File: src/rtl/id_ex_if.sv
// Bundle of IF/ID inputs, register-file operands and ID/EX pipeline outputs for the decode stage.
// The stage connects through the slave modport; whoever feeds IF/ID and consumes EX uses master.
interface id_ex_if #(
    parameter int XLEN  = 64,
    parameter int CNT_W = 32
);
    logic [31:0]      if_id_inst;
    logic [XLEN-1:0]  if_id_pc;
    logic             if_id_valid;
    logic             branch_taken;
    logic [XLEN-1:0]  readData1;
    logic [XLEN-1:0]  readData2;

    logic [4:0]       rs1;
    logic [4:0]       rs2;
    logic             stall;

    logic             ex_valid;
    logic [XLEN-1:0]  ex_pc;
    logic [XLEN-1:0]  ex_rd1;
    logic [XLEN-1:0]  ex_rd2;
    logic [XLEN-1:0]  ex_imm;
    logic [4:0]       ex_rs1;
    logic [4:0]       ex_rs2;
    logic [4:0]       ex_rd;
    logic [3:0]       ex_funct4;
    logic             ex_RegWrite;
    logic             ex_MemRead;
    logic             ex_MemWrite;
    logic             ex_MemtoReg;
    logic             ex_Branch;
    logic             ex_ALUSrc;
    logic [1:0]       ex_ALUOp;
    logic [CNT_W-1:0] stall_count;

    modport master (
        output if_id_inst, if_id_pc, if_id_valid, branch_taken, readData1, readData2,
        input  rs1, rs2, stall,
        input  ex_valid, ex_pc, ex_rd1, ex_rd2, ex_imm, ex_rs1, ex_rs2, ex_rd, ex_funct4,
        input  ex_RegWrite, ex_MemRead, ex_MemWrite, ex_MemtoReg, ex_Branch, ex_ALUSrc,
        input  ex_ALUOp, stall_count
    );

    modport slave (
        input  if_id_inst, if_id_pc, if_id_valid, branch_taken, readData1, readData2,
        output rs1, rs2, stall,
        output ex_valid, ex_pc, ex_rd1, ex_rd2, ex_imm, ex_rs1, ex_rs2, ex_rd, ex_funct4,
        output ex_RegWrite, ex_MemRead, ex_MemWrite, ex_MemtoReg, ex_Branch, ex_ALUSrc,
        output ex_ALUOp, stall_count
    );
endinterface

File: src/rtl/id_ex_stage.sv
// Decode stage plus ID/EX pipeline register: operand capture, immediate generation,
// control decode, load-use bubble insertion and branch flush.
module id_ex_stage #(
    parameter int XLEN  = 64,
    parameter int CNT_W = 32
) (
    input  logic    clk,
    input  logic    reset,
    id_ex_if.slave  bus
);

    localparam logic [6:0] OP_RTYPE  = 7'b0110011;
    localparam logic [6:0] OP_IALU   = 7'b0010011;
    localparam logic [6:0] OP_LOAD   = 7'b0000011;
    localparam logic [6:0] OP_STORE  = 7'b0100011;
    localparam logic [6:0] OP_BRANCH = 7'b1100011;

    localparam logic [CNT_W-1:0] CNT_MAX = '1;
    localparam logic [CNT_W-1:0] CNT_ONE = {{(CNT_W-1){1'b0}}, 1'b1};

    typedef enum logic [2:0] {
        CLS_NONE,
        CLS_RTYPE,
        CLS_IALU,
        CLS_LOAD,
        CLS_STORE,
        CLS_BRANCH
    } inst_class_t;

    logic [31:0]     inst;
    inst_class_t     inst_class;
    logic            supported;
    logic            uses_rs1;
    logic            uses_rs2;
    logic            hazard;
    logic [XLEN-1:0] imm;

    logic            dec_alusrc;
    logic            dec_memtoreg;
    logic            dec_regwrite;
    logic            dec_memread;
    logic            dec_memwrite;
    logic            dec_branch;
    logic [1:0]      dec_aluop;

    assign inst = bus.if_id_inst;

    always_comb begin
        inst_class = CLS_NONE;
        case (inst[6:0])
            OP_RTYPE:  inst_class = CLS_RTYPE;
            OP_IALU:   inst_class = CLS_IALU;
            OP_LOAD:   inst_class = CLS_LOAD;
            OP_STORE:  inst_class = CLS_STORE;
            OP_BRANCH: inst_class = CLS_BRANCH;
            default:   inst_class = CLS_NONE;
        endcase
    end

    assign supported = (inst_class != CLS_NONE);

    always_comb begin
        dec_alusrc   = 1'b0;
        dec_memtoreg = 1'b0;
        dec_regwrite = 1'b0;
        dec_memread  = 1'b0;
        dec_memwrite = 1'b0;
        dec_branch   = 1'b0;
        dec_aluop    = 2'b00;
        case (inst_class)
            CLS_RTYPE: begin
                dec_regwrite = 1'b1;
                dec_aluop    = 2'b10;
            end
            CLS_IALU: begin
                dec_alusrc   = 1'b1;
                dec_regwrite = 1'b1;
                dec_aluop    = 2'b11;
            end
            CLS_LOAD: begin
                dec_alusrc   = 1'b1;
                dec_memtoreg = 1'b1;
                dec_regwrite = 1'b1;
                dec_memread  = 1'b1;
            end
            CLS_STORE: begin
                dec_alusrc   = 1'b1;
                dec_memwrite = 1'b1;
            end
            CLS_BRANCH: begin
                dec_branch   = 1'b1;
                dec_aluop    = 2'b01;
            end
            default: begin
                dec_aluop    = 2'b00;
            end
        endcase
    end

    // Branch immediates are byte offsets, so bit 0 is always zero.
    always_comb begin
        imm = '0;
        case (inst_class)
            CLS_IALU, CLS_LOAD:
                imm = {{(XLEN-12){inst[31]}}, inst[31:20]};
            CLS_STORE:
                imm = {{(XLEN-12){inst[31]}}, inst[31:25], inst[11:7]};
            CLS_BRANCH:
                imm = {{(XLEN-13){inst[31]}}, inst[31], inst[7], inst[30:25], inst[11:8], 1'b0};
            default:
                imm = '0;
        endcase
    end

    assign uses_rs1 = supported;
    assign uses_rs2 = (inst_class == CLS_RTYPE) || (inst_class == CLS_STORE) ||
                      (inst_class == CLS_BRANCH);

    assign bus.rs1 = inst[19:15];
    assign bus.rs2 = inst[24:20];

    // A load to x0 never produces a value worth waiting for, hence the rd != 0 term.
    assign hazard = bus.ex_valid && bus.ex_MemRead && (bus.ex_rd != 5'd0) && bus.if_id_valid &&
                    (((bus.ex_rd == inst[19:15]) && uses_rs1) ||
                     ((bus.ex_rd == inst[24:20]) && uses_rs2));

    assign bus.stall = hazard && !bus.branch_taken && !reset;

    // Reset, flush and load-use bubble all load the same all-zero entry.
    always_ff @(posedge clk) begin
        if (reset || bus.branch_taken || hazard) begin
            bus.ex_valid    <= 1'b0;
            bus.ex_pc       <= '0;
            bus.ex_rd1      <= '0;
            bus.ex_rd2      <= '0;
            bus.ex_imm      <= '0;
            bus.ex_rs1      <= 5'd0;
            bus.ex_rs2      <= 5'd0;
            bus.ex_rd       <= 5'd0;
            bus.ex_funct4   <= 4'd0;
            bus.ex_RegWrite <= 1'b0;
            bus.ex_MemRead  <= 1'b0;
            bus.ex_MemWrite <= 1'b0;
            bus.ex_MemtoReg <= 1'b0;
            bus.ex_Branch   <= 1'b0;
            bus.ex_ALUSrc   <= 1'b0;
            bus.ex_ALUOp    <= 2'b00;
        end else begin
            bus.ex_valid    <= bus.if_id_valid && supported;
            bus.ex_pc       <= bus.if_id_pc;
            bus.ex_rd1      <= bus.readData1;
            bus.ex_rd2      <= bus.readData2;
            bus.ex_imm      <= imm;
            bus.ex_rs1      <= inst[19:15];
            bus.ex_rs2      <= inst[24:20];
            bus.ex_rd       <= inst[11:7];
            bus.ex_funct4   <= {inst[30], inst[14:12]};
            bus.ex_RegWrite <= bus.if_id_valid && dec_regwrite;
            bus.ex_MemRead  <= bus.if_id_valid && dec_memread;
            bus.ex_MemWrite <= bus.if_id_valid && dec_memwrite;
            bus.ex_MemtoReg <= bus.if_id_valid && dec_memtoreg;
            bus.ex_Branch   <= bus.if_id_valid && dec_branch;
            bus.ex_ALUSrc   <= bus.if_id_valid && dec_alusrc;
            bus.ex_ALUOp    <= bus.if_id_valid ? dec_aluop : 2'b00;
        end
    end

    // Flush-only cycles never reach the increment because stall already excludes them.
    always_ff @(posedge clk) begin
        if (reset) begin
            bus.stall_count <= '0;
        end else if (bus.stall && (bus.stall_count != CNT_MAX)) begin
            bus.stall_count <= bus.stall_count + CNT_ONE;
        end
    end

endmodule

File: src/flat_wrapper.sv
// flat-port wrapper written by rule: the top's interface ports become plain ports
module id_ex_stage_flat 
#(
    parameter int XLEN  = 64,
    parameter int CNT_W = 32
)
  (clk, reset, bus_if_id_inst, bus_if_id_pc, bus_if_id_valid, bus_branch_taken, bus_readData1, bus_readData2, bus_rs1, bus_rs2, bus_stall, bus_ex_valid, bus_ex_pc, bus_ex_rd1, bus_ex_rd2, bus_ex_imm, bus_ex_rs1, bus_ex_rs2, bus_ex_rd, bus_ex_funct4, bus_ex_RegWrite, bus_ex_MemRead, bus_ex_MemWrite, bus_ex_MemtoReg, bus_ex_Branch, bus_ex_ALUSrc, bus_ex_ALUOp, bus_stall_count);
  id_ex_if #(.XLEN(XLEN), .CNT_W(CNT_W)) bus_i ();
  input  logic clk;
  input  logic reset;
  input wire logic [$bits(bus_i.if_id_inst)-1:0] bus_if_id_inst;
  input wire logic [$bits(bus_i.if_id_pc)-1:0] bus_if_id_pc;
  input wire logic [$bits(bus_i.if_id_valid)-1:0] bus_if_id_valid;
  input wire logic [$bits(bus_i.branch_taken)-1:0] bus_branch_taken;
  input wire logic [$bits(bus_i.readData1)-1:0] bus_readData1;
  input wire logic [$bits(bus_i.readData2)-1:0] bus_readData2;
  output wire logic [$bits(bus_i.rs1)-1:0] bus_rs1;
  output wire logic [$bits(bus_i.rs2)-1:0] bus_rs2;
  output wire logic [$bits(bus_i.stall)-1:0] bus_stall;
  output wire logic [$bits(bus_i.ex_valid)-1:0] bus_ex_valid;
  output wire logic [$bits(bus_i.ex_pc)-1:0] bus_ex_pc;
  output wire logic [$bits(bus_i.ex_rd1)-1:0] bus_ex_rd1;
  output wire logic [$bits(bus_i.ex_rd2)-1:0] bus_ex_rd2;
  output wire logic [$bits(bus_i.ex_imm)-1:0] bus_ex_imm;
  output wire logic [$bits(bus_i.ex_rs1)-1:0] bus_ex_rs1;
  output wire logic [$bits(bus_i.ex_rs2)-1:0] bus_ex_rs2;
  output wire logic [$bits(bus_i.ex_rd)-1:0] bus_ex_rd;
  output wire logic [$bits(bus_i.ex_funct4)-1:0] bus_ex_funct4;
  output wire logic [$bits(bus_i.ex_RegWrite)-1:0] bus_ex_RegWrite;
  output wire logic [$bits(bus_i.ex_MemRead)-1:0] bus_ex_MemRead;
  output wire logic [$bits(bus_i.ex_MemWrite)-1:0] bus_ex_MemWrite;
  output wire logic [$bits(bus_i.ex_MemtoReg)-1:0] bus_ex_MemtoReg;
  output wire logic [$bits(bus_i.ex_Branch)-1:0] bus_ex_Branch;
  output wire logic [$bits(bus_i.ex_ALUSrc)-1:0] bus_ex_ALUSrc;
  output wire logic [$bits(bus_i.ex_ALUOp)-1:0] bus_ex_ALUOp;
  output wire logic [$bits(bus_i.stall_count)-1:0] bus_stall_count;
  assign bus_i.if_id_inst = bus_if_id_inst;
  assign bus_i.if_id_pc = bus_if_id_pc;
  assign bus_i.if_id_valid = bus_if_id_valid;
  assign bus_i.branch_taken = bus_branch_taken;
  assign bus_i.readData1 = bus_readData1;
  assign bus_i.readData2 = bus_readData2;
  assign bus_rs1 = bus_i.rs1;
  assign bus_rs2 = bus_i.rs2;
  assign bus_stall = bus_i.stall;
  assign bus_ex_valid = bus_i.ex_valid;
  assign bus_ex_pc = bus_i.ex_pc;
  assign bus_ex_rd1 = bus_i.ex_rd1;
  assign bus_ex_rd2 = bus_i.ex_rd2;
  assign bus_ex_imm = bus_i.ex_imm;
  assign bus_ex_rs1 = bus_i.ex_rs1;
  assign bus_ex_rs2 = bus_i.ex_rs2;
  assign bus_ex_rd = bus_i.ex_rd;
  assign bus_ex_funct4 = bus_i.ex_funct4;
  assign bus_ex_RegWrite = bus_i.ex_RegWrite;
  assign bus_ex_MemRead = bus_i.ex_MemRead;
  assign bus_ex_MemWrite = bus_i.ex_MemWrite;
  assign bus_ex_MemtoReg = bus_i.ex_MemtoReg;
  assign bus_ex_Branch = bus_i.ex_Branch;
  assign bus_ex_ALUSrc = bus_i.ex_ALUSrc;
  assign bus_ex_ALUOp = bus_i.ex_ALUOp;
  assign bus_stall_count = bus_i.stall_count;
  id_ex_stage #(.XLEN(XLEN), .CNT_W(CNT_W)) u_core (.clk(clk), .reset(reset), .bus(bus_i));
endmodule
File: config.mk
export PLATFORM = sky130hd
export DESIGN_NAME = id_ex_stage_flat
export DESIGN_NICKNAME = d
export VERILOG_FILES = /design/src/rtl/id_ex_if.sv /design/src/rtl/id_ex_stage.sv /design/src/flat_wrapper.sv
export SDC_FILE = /design/constraint.sdc
export NUM_CORES = 1
export LEC_CHECK = 0
export ABC_AREA = 1
export CAP_MARGIN = 10
export CORE_AREA = 4 4 213 215
export DETAILED_ROUTE_END_ITERATION = 16
export DIE_AREA = 0 0 217 219
export PLACE_DENSITY = 0.53
export SLEW_MARGIN = 20
export SYNTH_ARGS = -nofsm -noshare
export SYNTH_HDL_FRONTEND = slang
export SYNTH_SLANG_ARGS = --single-unit
File: constraint.sdc
create_clock -name clk -period 2 [get_ports clk]
set_input_delay 0.3 -clock clk [delete_from_list [all_inputs] [get_ports clk]]
set_output_delay 0.3 -clock clk [all_outputs]
set_load 0.005 [all_outputs]
Word level (Yosys, flattened, before mapping)
Cells that the tools add are included.
Storage, ports and cells
  input bits: 228
  bits in registers: 315
  output and inout bits: 327
Cells by class
  muxes and demuxes: 8
  equality and inequality tests: 13
  add/subtract/negate cells: 1
  reductions and logical operators: 28
  bitwise logic cells: 1
Operators by type and width (count)
  64-bit one-hot mux with 3 select lines: 1
  32-bit by 1-bit adder with 32-bit output, second input constant: 1
  32-bit != test, second input constant: 1
  1-bit logical AND: 15
  3-bit one-hot mux with 5 select lines: 1
  7-bit by 6-bit == test with 1-bit output, second input constant: 2
  5-bit == test: 2
  7-bit by 2-bit == test with 1-bit output, second input constant: 1
  7-bit by 5-bit == test with 1-bit output, second input constant: 1
  7-bit == test, second input constant: 1
  3-bit by 2-bit == test with 1-bit output, second input constant: 2
  3-bit == test, second input constant: 2
  2-bit one-hot mux with 3 select lines: 1
  3-bit OR reduction: 2
  1-bit logical OR: 5
  1-bit 2-to-1 mux: 5
  5-bit nonzero test: 1
  2-bit OR reduction: 2
  3-bit by 1-bit == test with 1-bit output, second input constant: 1
  3-bit nonzero test: 1
  1-bit zero test: 2
  1-bit NOT: 1

Depth between registers and ports, before layout
Gate-level depths: netlist of the first run.
  depth after elaboration: 11
  depth in mapped cells: 14
  gate-level depth less buffers: 14

Least setup slack after synthesis of the first run
OpenSTA, ideal clock, no wires.
  path kind: register to register
  from: register u_core.bus.stall_count[0]
  to: register u_core.bus.stall_count[0]
  arrival: 1607 ps
  library setup time: 125 ps
  cell stages (with the launch flop): 11
  path slack: 268 ps
  clock period less this slack: 1732 ps
  path through: dfxtp_1 ha_1 nand2_1 nor2_2 nand3_1 nor2_2 nand3_2 inv_1 nor2_4 o21ai_0 a21oi_1
On the way
  longest elaborated chain between the ends: 2
RTL lines
  start: declaration: line id_ex_if.sv:49  | output ex_ALUOp, stall_count
  start signal: assignment: line id_ex_stage.sv:173  | bus.stall_count <= bus.stall_count + CNT_ONE;
  parallel branches: the longest is 2 deep, another holds 32-bit by 1-bit adder with 32-bit output
Parallel ways; which one is timed is not known.
A chain may end at the register's enable or synchronous reset.

Worst setup path in the final report of the first run
  from: register u_core.bus.ex_rd[0]
  to: output port bus_stall
On the way
  longest elaborated chain between the ends: 6
RTL lines
  start: declaration: line id_ex_if.sv:47  | output ex_valid, ex_pc, ex_rd1, ex_rd2, ex_imm, ex_rs1, ex_rs2, ex_rd, ex_funct4,
  start signal: assignment: line id_ex_stage.sv:156  | bus.ex_rd <= inst[11:7];
  5-bit == test (tied with other cells): line id_ex_stage.sv:124  | (((bus.ex_rd == inst[19:15]) && uses_rs1) ||
  1-bit logical AND (on tied branches): line id_ex_stage.sv:124, id_ex_stage.sv:123, id_ex_stage.sv:125
  1-bit logical OR or 1-bit logical AND (tied branches): line id_ex_stage.sv:124, id_ex_stage.sv:123
  1-bit logical AND (*): line id_ex_stage.sv:123  | assign hazard = bus.ex_valid && bus.ex_MemRead && (bus.ex_rd != 5'd0) && bus.if_id_valid &&
  1-bit logical AND (*) (2 in a row): line id_ex_stage.sv:127  | assign bus.stall = hazard && !bus.branch_taken && !reset;
  end: declaration: line flat_wrapper.sv:19  | output wire logic [$bits(bus_i.stall)-1:0] bus_stall;
Mark *: on every way between the ends. The rest lies on a longest branch, timed or not.

==> results of run 1 <==
## final timing paths
check | slack, ps | cells after the start | to | start
worst min-delay path | 160 | 3 | u_core.bus.ex_RegWrite | bus_if_id_inst[5]
worst min register to register | 550 | 2 | u_core.bus.stall_count[10] | u_core.bus.stall_count[10]
worst max-delay path | -20 | 8 | bus_stall | u_core.bus.ex_rd[0]
worst max register to register | 110 | 11 | u_core.bus.ex_rs2[2] | u_core.bus.ex_rd[0]
## repair_timing
| item | 4_1_cts | 5_1_grt |
|---|---|---|
| cloned | 1 | 4 |
| buffers inserted | 1 | 3 |
| pin swaps | 3 | 13 |
| gates resized for setup | 17 | 76 |
| endpoints found under the setup margin | 227 | 216 |
## registers in the layout, summed over array words and instances (netlist names)
register / flops
u_core.bus.ex_funct4: 4
u_core.bus.ex_rd: 5
u_core.bus.ex_ALUOp: 2
u_core.bus.ex_Branch: 1
u_core.bus.ex_rd2: 64
u_core.bus.ex_MemWrite: 1
u_core.bus.ex_RegWrite: 1
u_core.bus.ex_pc: 64
u_core.bus.ex_valid: 1
u_core.bus.stall_count: 32
u_core.bus.ex_rs1: 5
u_core.bus.ex_imm: 13
u_core.bus.ex_rs2: 5
u_core.bus.ex_MemRead: 1
u_core.bus.ex_ALUSrc: 1
u_core.bus.ex_rd1: 64
## per-stage QoR
| step | cell area (µm²) | util, % | instances | worst slack (ps) |
|---|---|---|---|---|
| 2_1_floorplan | 9370 | - | 1181 | 268 |
| 3_3_place_gp | 15800 | 36.2 | 2332 | -534 |
| 3_5_place_dp | 15800 | 36.2 | 2332 | -619 |
| 4_1_cts | 17000 | 38.9 | 2393 | -141 |
| 5_1_grt | 17300 | 39.7 | 2401 | -177 |
| 6_report | 17300 | 39.7 | 2401 | -22.6 |
## cell type report
type,instances,area share [%]
timing repair buffer,660,38.2
clock inverter,13,0.844
sequential,264,30.6
inverter,267,5.81
clock buffer,46,5.68
antenna,1,0.0144
multi-input combinational,558,14.6
tap,592,4.27
## layer usage
| metal | up-vias | global-route usage (%) |
|---|---|---|
| met4 | 10 | 5.22 |
| met1 | 4100 | 15.9 |
| met2 | 325 | 26.7 |
| met3 | 53 | 5.51 |
| li1 | 4592 | - |
| met5 | - | 0 |
## worst register-to-register path: stages, from the launching register on
cell	delay, ps
dfxtp_4	380
inv_4	40
buf_4	120
nand3_1	100
nand3_2	130
nor2_4	140
buf_4	190
nand2_2	120
nand2_8	150
buf_12	170
buf_12	170
nor2_1	60
## layout by cell type, fill, tap and decap left out, types with 2 or more instances in the layout
cell               n
nand2_2            5
dlymetal6s2s_1    49
buf_4             95
nor2_4             5
nor2_2            13
a21oi_1           19
clkbuf_1           3
xnor2_1            6
nor3b_1            2
clkinv_2           4
clkbuf_16         37
inv_6              3
a22oi_1            4
nand3_2            4
xor2_1             5
dfxtp_2            2
nand3_1           38
inv_1            262
buf_16             2
clkdlybuf4s50_1  504
bufinv_16          2
nor3_1            12
nor2_1           293
buf_12             6
o21ai_1            4
nand2_1          110
nand4_1            8
dfxtp_4            4
inv_2              3
clkbuf_8           9
clkinvlp_4         3
nand3_4            2
o21ai_0           17
dfxtp_1          258
o21bai_1           2
## cell families after synthesis
family	share of synthesized area, %
AND/OR/NAND/NOR	21.9
buffers and inverters	17.7
flip-flops	56.4
AO/OA/AOI/OAI	2.70
XOR/XNOR	1.12
adder cells (fa/ha/maj)	0.134
## power breakdown
part           total (mW)  switching [mW]  internal, mW
registers            5.48          0.0509          5.43
clock network        6.10            2.37          3.73
logic                1.29           0.444         0.848
==> results.toml, run 1 <==
[timing]
timing.final.ws_setup_ps = -22.6
final-hold-violation-count = 0
maxClockFrequency_mhz = 494
min_period_ps = 2020
skew_ps = 20.2
rsz0062_at_grt = "yes"
timing_max_transition_violations_final = 0
max_slew_margin_pct = 76.9
final.period_utilization_pct = 101
timing.hold.ws_ps = 159
finalSetupViolations = 1
timing.setup.tns_ps = -22.6
worst_slew_pin_slew_ps = 344

[clocking]
clock_root_buffer = "clkbuf_16"
postCtsHoldBufs = 0
max-clock-path-buffers = 3
cts_made_buffers = 34
cts_max_level = 2
clock_insertion_delay_worst_skew_ps = 530
cts.reportedPaths.clkPinSlew_ps = 60
cts.sinks = 264
cts_tree = "built"

[yosys]
ys_seq_elements = 264
post_synth_main_area_contributors = "dfxtp_1 (56%), nor2_1 (12%), inv_1 (11%)"
synthDistinctLibCells = 28
postSynth.topFlopCell = "dfxtp_1"
synth.net_count = 1410
synth_cells = 1181
leading_cell_types_by_count_after_synthesis = "nor2_1 (301), inv_1 (266), dfxtp_1 (264)"
syn_area_um2 = 9370
synth.yosys.seq_area_share_pct = 56.4
synth_enable_flop_cells = 0
share_of_async_settable_or_async_resettable_flops_after_synthesis_pct = 0
netlist.top_cell.by_area = "dfxtp_1"
ys_warn_count = 0
synth_top_area_share_pct = 56.4
synth_most_common_cell = "nor2_1"
syn-mean-instance-area_um2 = 7.93

[placement]
buffer_ports.inserted = 554
gp_congestion = 0.831
detailed_placement_wirelength_estimate_mm = 30.2

[global_route]
grt_first_pass_wirelength_mm = 53.8
grt_max_degree = 73
first_global_vias = 8957
antenna_found_initial = 6
globalRouteTotalUtil_pct = 14.8
grt_overflow_total = 0

[finish]
design.final.nets = 2014
multi_input_comb_area_um2 = 2530
num-fill-cells = 4449
drive_above_1_share_pct = 11.6
area_growth_pct = 85.2
final-seq-area_um2 = 5300

[drt]
wl_met2_mm = 19.8
wire_per_inst_um = 16.0
wl_met1_mm = 14.4
routed.top_layer = "met5"
detail_route.vias_per_cell = 3.78
first_pass_detailed_route_iteration_total = 5
drt-total-wl_mm = 38.4
drc = 0
dr_wl_met3_mm = 3.36
antenna_left = 0
detailedRoute.firstIterationViolations = 323
route.vias.total = 9080

[setup_path]
critical-path-max-stage-delay_ps = 380
required_ps = 1700
timing.critical_path.max_delay_family = "simple AND/OR/NAND/NOR gates"
critical_path_startpoint_category = "flip-flop"
worstPathBufferInverterCount = 4
cp_slowest_cell = "dfxtp_4"
arrival_ps = 1720
end_kind = "output pin"
crit_fanout = 4
critPathKind = "reg -> out"
crit_chain = "inv_4 > buf_4 > nand3_1 > nand3_2 > nor2_4 > nand3_4 > inv_2 > buf_6"

[status]
run_status = "finished, violations left"
violations = "setup timing"

[job]
max_cap_violations = 0

[die]
fp.dieArea_um2 = 47500
floorplan_core_area_um2 = 43700
rows = 77
die_h_um = 219
start_util_pct = 21.4
boundaryPins = 555
die_width_um = 217

[pwr]
cellLeakagePower_nw = 8.60
powerDensity_nw_per_um2 = 742
total_power_mw = 12.9
vdd.ir_drop.worst_mv = 0.564

[hold_path]
hold_path_class = "in -> reg"
Note: power is estimated with default switching activity, not from simulation.
==> run 2, diff against run 1 <==
- REMOVE_ABC_BUFFERS: default -> 1
==> results.toml, run 2 (synthesis gave the netlist of run 1 again) <==
[status]
run_status = "finished, violations left"
violations = "setup timing"

[drt]
detailedRoute.firstIterationViolations = 320
first_pass_detailed_route_iteration_total = 4
drt-total-wl_mm = 38.0
wire_per_inst_um = 15.9
drc = 0
route.vias.total = 9082
detail_route.vias_per_cell = 3.79
antenna_left = 0

[timing]
final-hold-violation-count = 0
timing_max_transition_violations_final = 0
timing.setup.tns_ps = -66.0
maxClockFrequency_mhz = 484
timing.final.ws_setup_ps = -66.0
skew_ps = 10.3
worst_slew_pin_slew_ps = 338
min_period_ps = 2070
rsz0062_at_grt = "yes"
final.period_utilization_pct = 103
finalSetupViolations = 1
max_slew_margin_pct = 77.3

[placement]
detailed_placement_wirelength_estimate_mm = 30.5
post-place-cells = 2323
gp_congestion = 0.877
dp_worst_setup_slack_ps = -516
buffer_ports.inserted = 554

[setup_path]
critical_path_startpoint_category = "flip-flop"
critical-path-max-stage-delay_ps = 380
cp_slowest_cell = "dfxtp_4"
most_used_cell_cp = "nand2_2"
required_ps = 1700
timing.critical_path.max_delay_family = "simple AND/OR/NAND/NOR gates"
crit_chain = "buf_6 > nand2_2 > nand2_2 > nor2_4 > nand3_2 > nand2_2 > nand3_2 > inv_2 > buf_6"
end_kind = "output pin"
arrival_ps = 1770
crit_fanout = 5
r2r_setup_slack_ps = 100
critPathKind = "reg -> out"
worstPathBufferInverterCount = 3

[clocking]
clock_insertion_delay_worst_skew_ps = 570
cts.reportedPaths.clkPinSlew_ps = 60
cts_made_buffers = 30
cts_tree = "built"
postCtsHoldBufs = 0
clock_root_buffer = "clkbuf_16"
cts_max_level = 1
max-clock-path-buffers = 3
cts.sinks = 264

[finish]
drive_above_1_share_pct = 11.8
layout.cells.most_common = "clkdlybuf4s50_1"
most-common-layout-cells = "clkdlybuf4s50_1 (500), nor2_1 (295), inv_1 (261), dfxtp_1 (256), nand2_1 (102)"
design.final.nets = 2005
largest_registers = "u_core.bus.ex_pc x64, u_core.bus.ex_rd1 x64, u_core.bus.ex_rd2 x64"
area_growth_pct = 84.4
postLayoutCoreUtil_pct = 39.5
finalNonFillerCells = 2394

[die]
boundaryPins = 555
die_width_um = 217
start_util_pct = 21.4
die_h_um = 219
floorplan_core_area_um2 = 43700
fp.dieArea_um2 = 47500
rows = 77

[hold_path]
hold_path_class = "in -> reg"

[global_route]
grt_max_degree = 41
grt.busiest_layer = "met2"
use_met2_pct = 27.1
global_route.usage.met3_pct = 7.01
grt_first_pass_wirelength_mm = 54.8
first_global_vias = 9318
globalRouteTotalUtil_pct = 15.0
antenna_found_initial = 4
grtUsageMet1_pct = 15.6
grt_overflow_total = 0

[pwr]
cellLeakagePower_nw = 8.61
powerDensity_nw_per_um2 = 730
total_power_mw = 12.6
vdd.ir_drop.worst_mv = 0.716

[job]
max_cap_violations = 0
run 2: cell types whose count changed in the layout (fill, tap and decap cells not counted), sizes merged, moves of 2 or more:
cell           previous run  this run
inv                     269       267
clkinv                    6         8
clkdlybuf4s50           504       500
buf                     104       102
dlymetal6s2s             49        51
bufinv                    2         4
clkbuf                   49        42
diode                     1         3
run 2: repair_timing:
item	CTS	global route
setup endpoints to repair	234	198
pin swaps	5	11
cloned	1	3
gates resized for setup	24	86
setup buffers	3	6
run 2: final cells by class:
type | count | area (µm²)
sequential | 264 | 5310
timing repair buffer | 656 | 6620
multi-input combinational | 557 | 2530
clock buffer | 40 | 870
clock inverter | 15 | 186
antenna | 3 | 7.51
tap | 592 | 741
inverter | 267 | 1010
fill | 4456 | 26500
run 2: path summary, 6_finish.rpt:
check,from,to,depth (start not counted)
worst min-delay path,bus_readData1[15],u_core.bus.ex_rd1[15],3
worst min register to register,u_core.bus.stall_count[31],u_core.bus.stall_count[31],2
worst max register to register,u_core.bus.ex_rd[1],u_core.bus.stall_count[15],14
worst max-delay path,u_core.bus.ex_rd[3],bus_stall,9
run 2: report_power, final:
| group | internal, mW | switching (mW) | total (mW) |
|---|---|---|---|
| clock network | 3.55 | 2.26 | 5.81 |
| registers | 5.43 | 0.0526 | 5.48 |
| logic | 0.856 | 0.464 | 1.32 |
run 2: through the flow:
step	hold WS (ps)	area, µm²
after floorplan	369	8710
after global placement	513	15800
after detailed placement	530	15800
after CTS	202	16900
after global routing	217	17300
final	248	17300
run 2: metal layers:
| metal | share of wire (%) | up-vias |
|---|---|---|
| li1 | - | 4566 |
| met1 | 36 | 4083 |
| met2 | 50 | 378 |
| met3 | 11 | 53 |
| met4 | 2.3 | 2 |
| met5 | 0.034 | - |
run 2: worst register-to-register path: stages, from the launching register on:
cell	delay, ps
dfxtp_4	380
inv_4	50
buf_6	110
nand2_2	50
nand2_2	70
nor2_4	100
buf_4	110
buf_4	90
nand4_1	70
nand2_1	140
nand3_1	90
nor2_1	150
buf_6	180
nand3_1	80
a21oi_1	150
==> edit 1, RTL diff (settings of run 2) <==
Make the reset (`reset`) asynchronous in one clocked block.
--- a/src/rtl/id_ex_stage.sv
+++ b/src/rtl/id_ex_stage.sv
@@ -167,5 +167,5 @@
 
     // Flush-only cycles never reach the increment because stall already excludes them.
-    always_ff @(posedge clk) begin
+    always_ff @(posedge clk or posedge reset) begin
         if (reset) begin
             bus.stall_count <= '0;
Formal check against the unedited RTL: differs if reset is asserted again (counterexample within 4 cycles, from zero or initial values and one cycle with reset high); with reset held inactive, the same outputs for 10 cycles.
==> edit 1 against run 2 <==
- the flow still finishes with violations (negative setup slack)
- core utilization up 0.51 points
- total power shrank 0.47%
- routed wire length up 4.0%
- via count increased by 1.4%
- first-iteration DRC count rose by 19%
- area after synthesis up 3.7%
- cell area grew 1.3%
- clock skew about the same
- sequential cell count is the same
- setup slack got worse by 0.067 ns
- critical path type unchanged
==> edit 1: results (changes against run 2) <==
* Violated checks: negative setup slack
* Worst setup startpoint: u_core.bus.ex_rd[0]$_SDFF_PP0_
* First-pass GRT wire length at 57.4 mm (+4.6%)
* Synth top cells by count: nor2_1 (266), inv_1 (263), dfxtp_1 (232), nand2_1 (146), buf_4 (72)
* Grt met2 use at 0.282 (+0.0107)
* P_sw at 0.00289 W (+3.9%)
* Status: finished with violations
* Met3 WL post-DR at 4.12 mm (-2.3%)
* Avg Inst Size Synth at 8.09 µm² (+1.9%)
* Arrival time at the worst endpoint at 1.83 ns (+0.06 ns)
* GRT Total Usage at 0.158 (+0.00796)
* Via count of the first global-routing pass at 9489 (+1.8%)
* Compound-cell area share of the yosys netlist at 0.0274 (+0.000461)
* Final Instance Count excl. Fillers at 2414 (+0.84%)
* Drt pass-1 iters at 5 (+1)
* Synth unique cells at 25 (-11%)
* Final WS setup at -0.133 ns (-0.0668 ns)
* Synth top area cells: dfxtp_1 (48%), nor2_1 (10%), inv_1 (10%)
* M1 WL at 14.4 mm (+4.5%)
* Maximum vdd ir drop at 0.000674 V (-5.8%)
* Final setup viols at 1 (unchanged)
* Worst hold slack at 0.164 ns (-0.0847 ns)
* Nonclk inv count at 271 (+1.5%)
* Seq area share at 0.312 (+0.00501)
* Pre-CTS WS at -0.715 ns (-0.199 ns)
* Clock power frac at 0.455 (-0.006)
* Via/cell ratio at 3.81 (+0.56%)
* Share of layout cells above drive strength 1 at 0.107 (-0.0112)
* Post-detail-place hpwl at 31.9 mm (+4.7%)
* Met1 usage at 0.169 (+0.0134)
* Met3 Track Usage GR at 0.0741 (+0.00402)
* Placed instance area at 16300 µm² (+3.2%)
* PostCTS Resize Cnt at 48 (+100%)
* Filler cell count at 4521 (+1.5%)
* Initial antenna violation count at 3 (-1)
-- edit 1: changes by cell type in the layout (fill, tap and decap cells not counted), sizes merged, moves of 28 or more --
cell                 run 2  this run
dfxtp                  264       232
nand2                  116       147
nor2                   311       269
o21bai                   2        30
dfrtp                    0        32
dlymetal6s2s            51         3
-- edit 1: how the worst min path moves through the flow --
stage / startpoint / endpoint / cells after the start
5_1_grt: reset / u_core.bus.stall_count[1]$_DFFE_PP0P_ / 3
3_5_place_dp: u_core.bus.stall_count[1]$_DFFE_PP0P_ / u_core.bus.stall_count[1]$_DFFE_PP0P_ / 2
6_report: reset / u_core.bus.stall_count[18]$_DFFE_PP0P_ / 3
4_1_cts: reset / u_core.bus.stall_count[13]$_DFFE_PP0P_ / 3
2_1_floorplan: bus_if_id_inst[12] / u_core.bus.ex_funct4[0]$_SDFF_PP0_ / 2
3_3_place_gp: u_core.bus.stall_count[1]$_DFFE_PP0P_ / u_core.bus.stall_count[1]$_DFFE_PP0P_ / 2
==> edit 2, RTL diff (flow settings as in run 2) <==
Made on the original files. `XLEN` is set to 64 in 3 places; all go to 68.
--- a/src/rtl/id_ex_if.sv
+++ b/src/rtl/id_ex_if.sv
@@ -2,5 +2,5 @@
 // The stage connects through the slave modport; whoever feeds IF/ID and consumes EX uses master.
 interface id_ex_if #(
-    parameter int XLEN  = 64,
+    parameter int XLEN  = 68,
     parameter int CNT_W = 32
 );
--- a/src/rtl/id_ex_stage.sv
+++ b/src/rtl/id_ex_stage.sv
@@ -2,5 +2,5 @@
 // control decode, load-use bubble insertion and branch flush.
 module id_ex_stage #(
-    parameter int XLEN  = 64,
+    parameter int XLEN  = 68,
     parameter int CNT_W = 32
 ) (
--- a/src/flat_wrapper.sv
+++ b/src/flat_wrapper.sv
@@ -2,5 +2,5 @@
 module id_ex_stage_flat 
 #(
-    parameter int XLEN  = 64,
+    parameter int XLEN  = 68,
     parameter int CNT_W = 32
 )
Interface: changed (7 resized); port bits go from 555 to 583. The function was not compared with the original's and may differ.
==> edit 2 against run 2 <==
- the flow still finishes with violations (negative setup slack)
- worst hold slack better by 0.034 ns
- total power up 5.0%
- critical path depth down 1
- area after synthesis up 4.9%
- sequential cell count up 12
- cell area up 5.2%
- sequential power up 4.6%
- routed wire length up 11%
- setup slack worse by 0.017 ns
- combinational power up 13%
- clock skew up 0.0054 ns
==> edit 2: results (changes against run 2) <==
* GP Congestion at 0.861 (-1.8%)
* Pleak at 8.05 nW (-6.5%)
* Filler cell count at 4395 (-1.4%)
* Post-synth top flop: dfxtp_1
* CTS clock-pin slew for the worst setup and hold paths at 0.06 ns (about the same)
* Drt pass-1 iters at 5 (+1)
* Final WS setup at -0.0833 ns (-0.0172 ns)
* Final setup viols at 1 (unchanged)
* Status: finished with violations
* Arrival time at the worst endpoint at 1.78 ns
* Slew margin rel. at 0.749 (-0.0239)
* Sequential-to-total area share from yosys stat at 0.562 (-0.00192)
* Ys async rst share at 0 (unchanged)
* PortBufs at 582 (+5.1%)
* Worst-Skew Late Latency at 0.53 ns (-0.04 ns)
* Clk_skew at 0.0156 ns (+0.00536 ns)
* Placed instance area at 16400 µm² (+4.1%)
* Initial antenna violation count at 6 (+2)
* Initial drt markers at 358 (+12%)
* Via count of the first global-routing pass at 9556 (+2.6%)
* GRT Total Usage at 0.161 (+0.0115)
* WL per Instance at 17.2 µm (+8.3%)
* Path category of the worst min-delay check: in -> reg
* Final Hold Fails at 0 (unchanged)
* Max Root-Sink Buffers at 3 (unchanged)
* Pre-CTS WS at -0.643 ns (-0.128 ns)
* Synth top cells by count: nor2_1 (301), dfxtp_1 (276), inv_1 (260), nand2_1 (103), buf_4 (74)
* Regs by FF count: u_core.bus.ex_pc: 68 flops, u_core.bus.ex_rd1: 68 flops, u_core.bus.ex_rd2: 68 flops
* Root Buffer Master: clkbuf_16
* Violated checks: negative setup slack
* Post-detail-place hpwl at 32.8 mm (+7.7%)
* First-pass GRT wire length at 57.8 mm (+5.4%)
* Setup TNS at -0.0833 ns (-0.0172 ns)
* CTS HTree Levels at 2 (+1)
* Via count at 9483 (+4.4%)
* Share of layout cells above drive strength 1 at 0.113 (-0.00544)
* Worst Path Max Fanout at 3 (-2)
* Nets at 2077 (+3.6%)
* Pin count of the biggest net entering global routing at 31 (-24%)
* Synth top area cells: dfxtp_1 (56%), nor2_1 (11%), inv_1 (9.9%)
* Maximum vdd ir drop at 0.000653 V (-8.7%)
* Yosys warns at 0 (unchanged)
* Total CTS buffers at 34 (+13%)
* Synth unique cells at 33 (+18%)
* Pwr Density at 729 nW/µm² (-0.17%)
[edit 2: where the power goes]
part / switching [W] / leakage, nW / internal [W]
clock network: 0.00243 / 0.544 / 0.00360
registers: 0.0000542 / 2.26 / 0.00568
logic: 0.000522 / 5.24 / 0.000967
total: 0.00301 / 8.05 / 0.0102
[edit 2: logic make-up after synthesis]
kind of cell | after synthesis | share of synthesized area
adders and majority gates | 1 | 0.00127
DFF | 276 | 0.562
and+or+nand+nor | 486 | 0.206
buffers and inverters | 366 | 0.179
AOI/OAI and AO/OA | 54 | 0.0279
xor gates and xnor gates | 27 | 0.0241
[edit 2: worst max-delay path: stages, from the launching register on]
cell     delay, ns
dfxtp_2       0.34
buf_6         0.12
xor2_1        0.15
nor2_1        0.12
nand3_1       0.13
nand2_2       0.12
nand3_4       0.10
inv_4         0.08
buf_6         0.09
[edit 2: cell type report]
| class | count | share of cell area |
|---|---|---|
| Timing Repair Buffer | 693 | 0.392 |
| Inverter | 262 | 0.0543 |
| Multi-Input combinational cell | 569 | 0.147 |
| Clock inverter | 10 | 0.00516 |
| Sequential cell | 276 | 0.305 |
| Antenna cell | 3 | 0.000413 |
| Clock buffer | 49 | 0.0549 |
| Tap cell | 592 | 0.0408 |
[edit 2: path summary, 6_finish.rpt]
| path | start | end | slack [ns] | cells after the start |
|---|---|---|---|---|
| setup / recovery | u_core.bus.ex_rd[2]$_SDFF_PP0_ | bus_stall | -0.08 | 8 |
| hold / removal | bus_if_id_pc[55] | u_core.bus.ex_pc[55]$_SDFF_PP0_ | 0.28 | 3 |
| setup reg to reg | u_core.bus.ex_rd[2]$_SDFF_PP0_ | u_core.bus.ex_rd1[37]$_SDFF_PP0_ | 0.13 | 11 |
| hold reg to reg | u_core.bus.stall_count[30]$_SDFFE_PP0P_ | u_core.bus.stall_count[30]$_SDFFE_PP0P_ | 0.52 | 2 |
[edit 2: layer usage]
metal	up-vias	routed length, µm	track usage
li1	4728	-	-
met1	4273	15200	0.161
met2	414	20900	0.290
met3	66	4890	0.0852
met4	2	1190	0.0536
met5	-	13	0
[edit 2: metrics by stage]
stage,instances,total power (W)
after floorplan,1106,0.00614
after global placement,2370,0.00724
after detailed placement,2370,0.00724
after CTS,2432,0.0134
after global routing,2454,0.0138
final,2454,0.0133
[edit 2: repair_timing]
item / CTS / global route
resized for setup: 21 / 45
pin swaps: 2 / 4
cloned: 1 / 18
setup endpoints to repair: 62 / 205
buffers inserted: 2 / 4
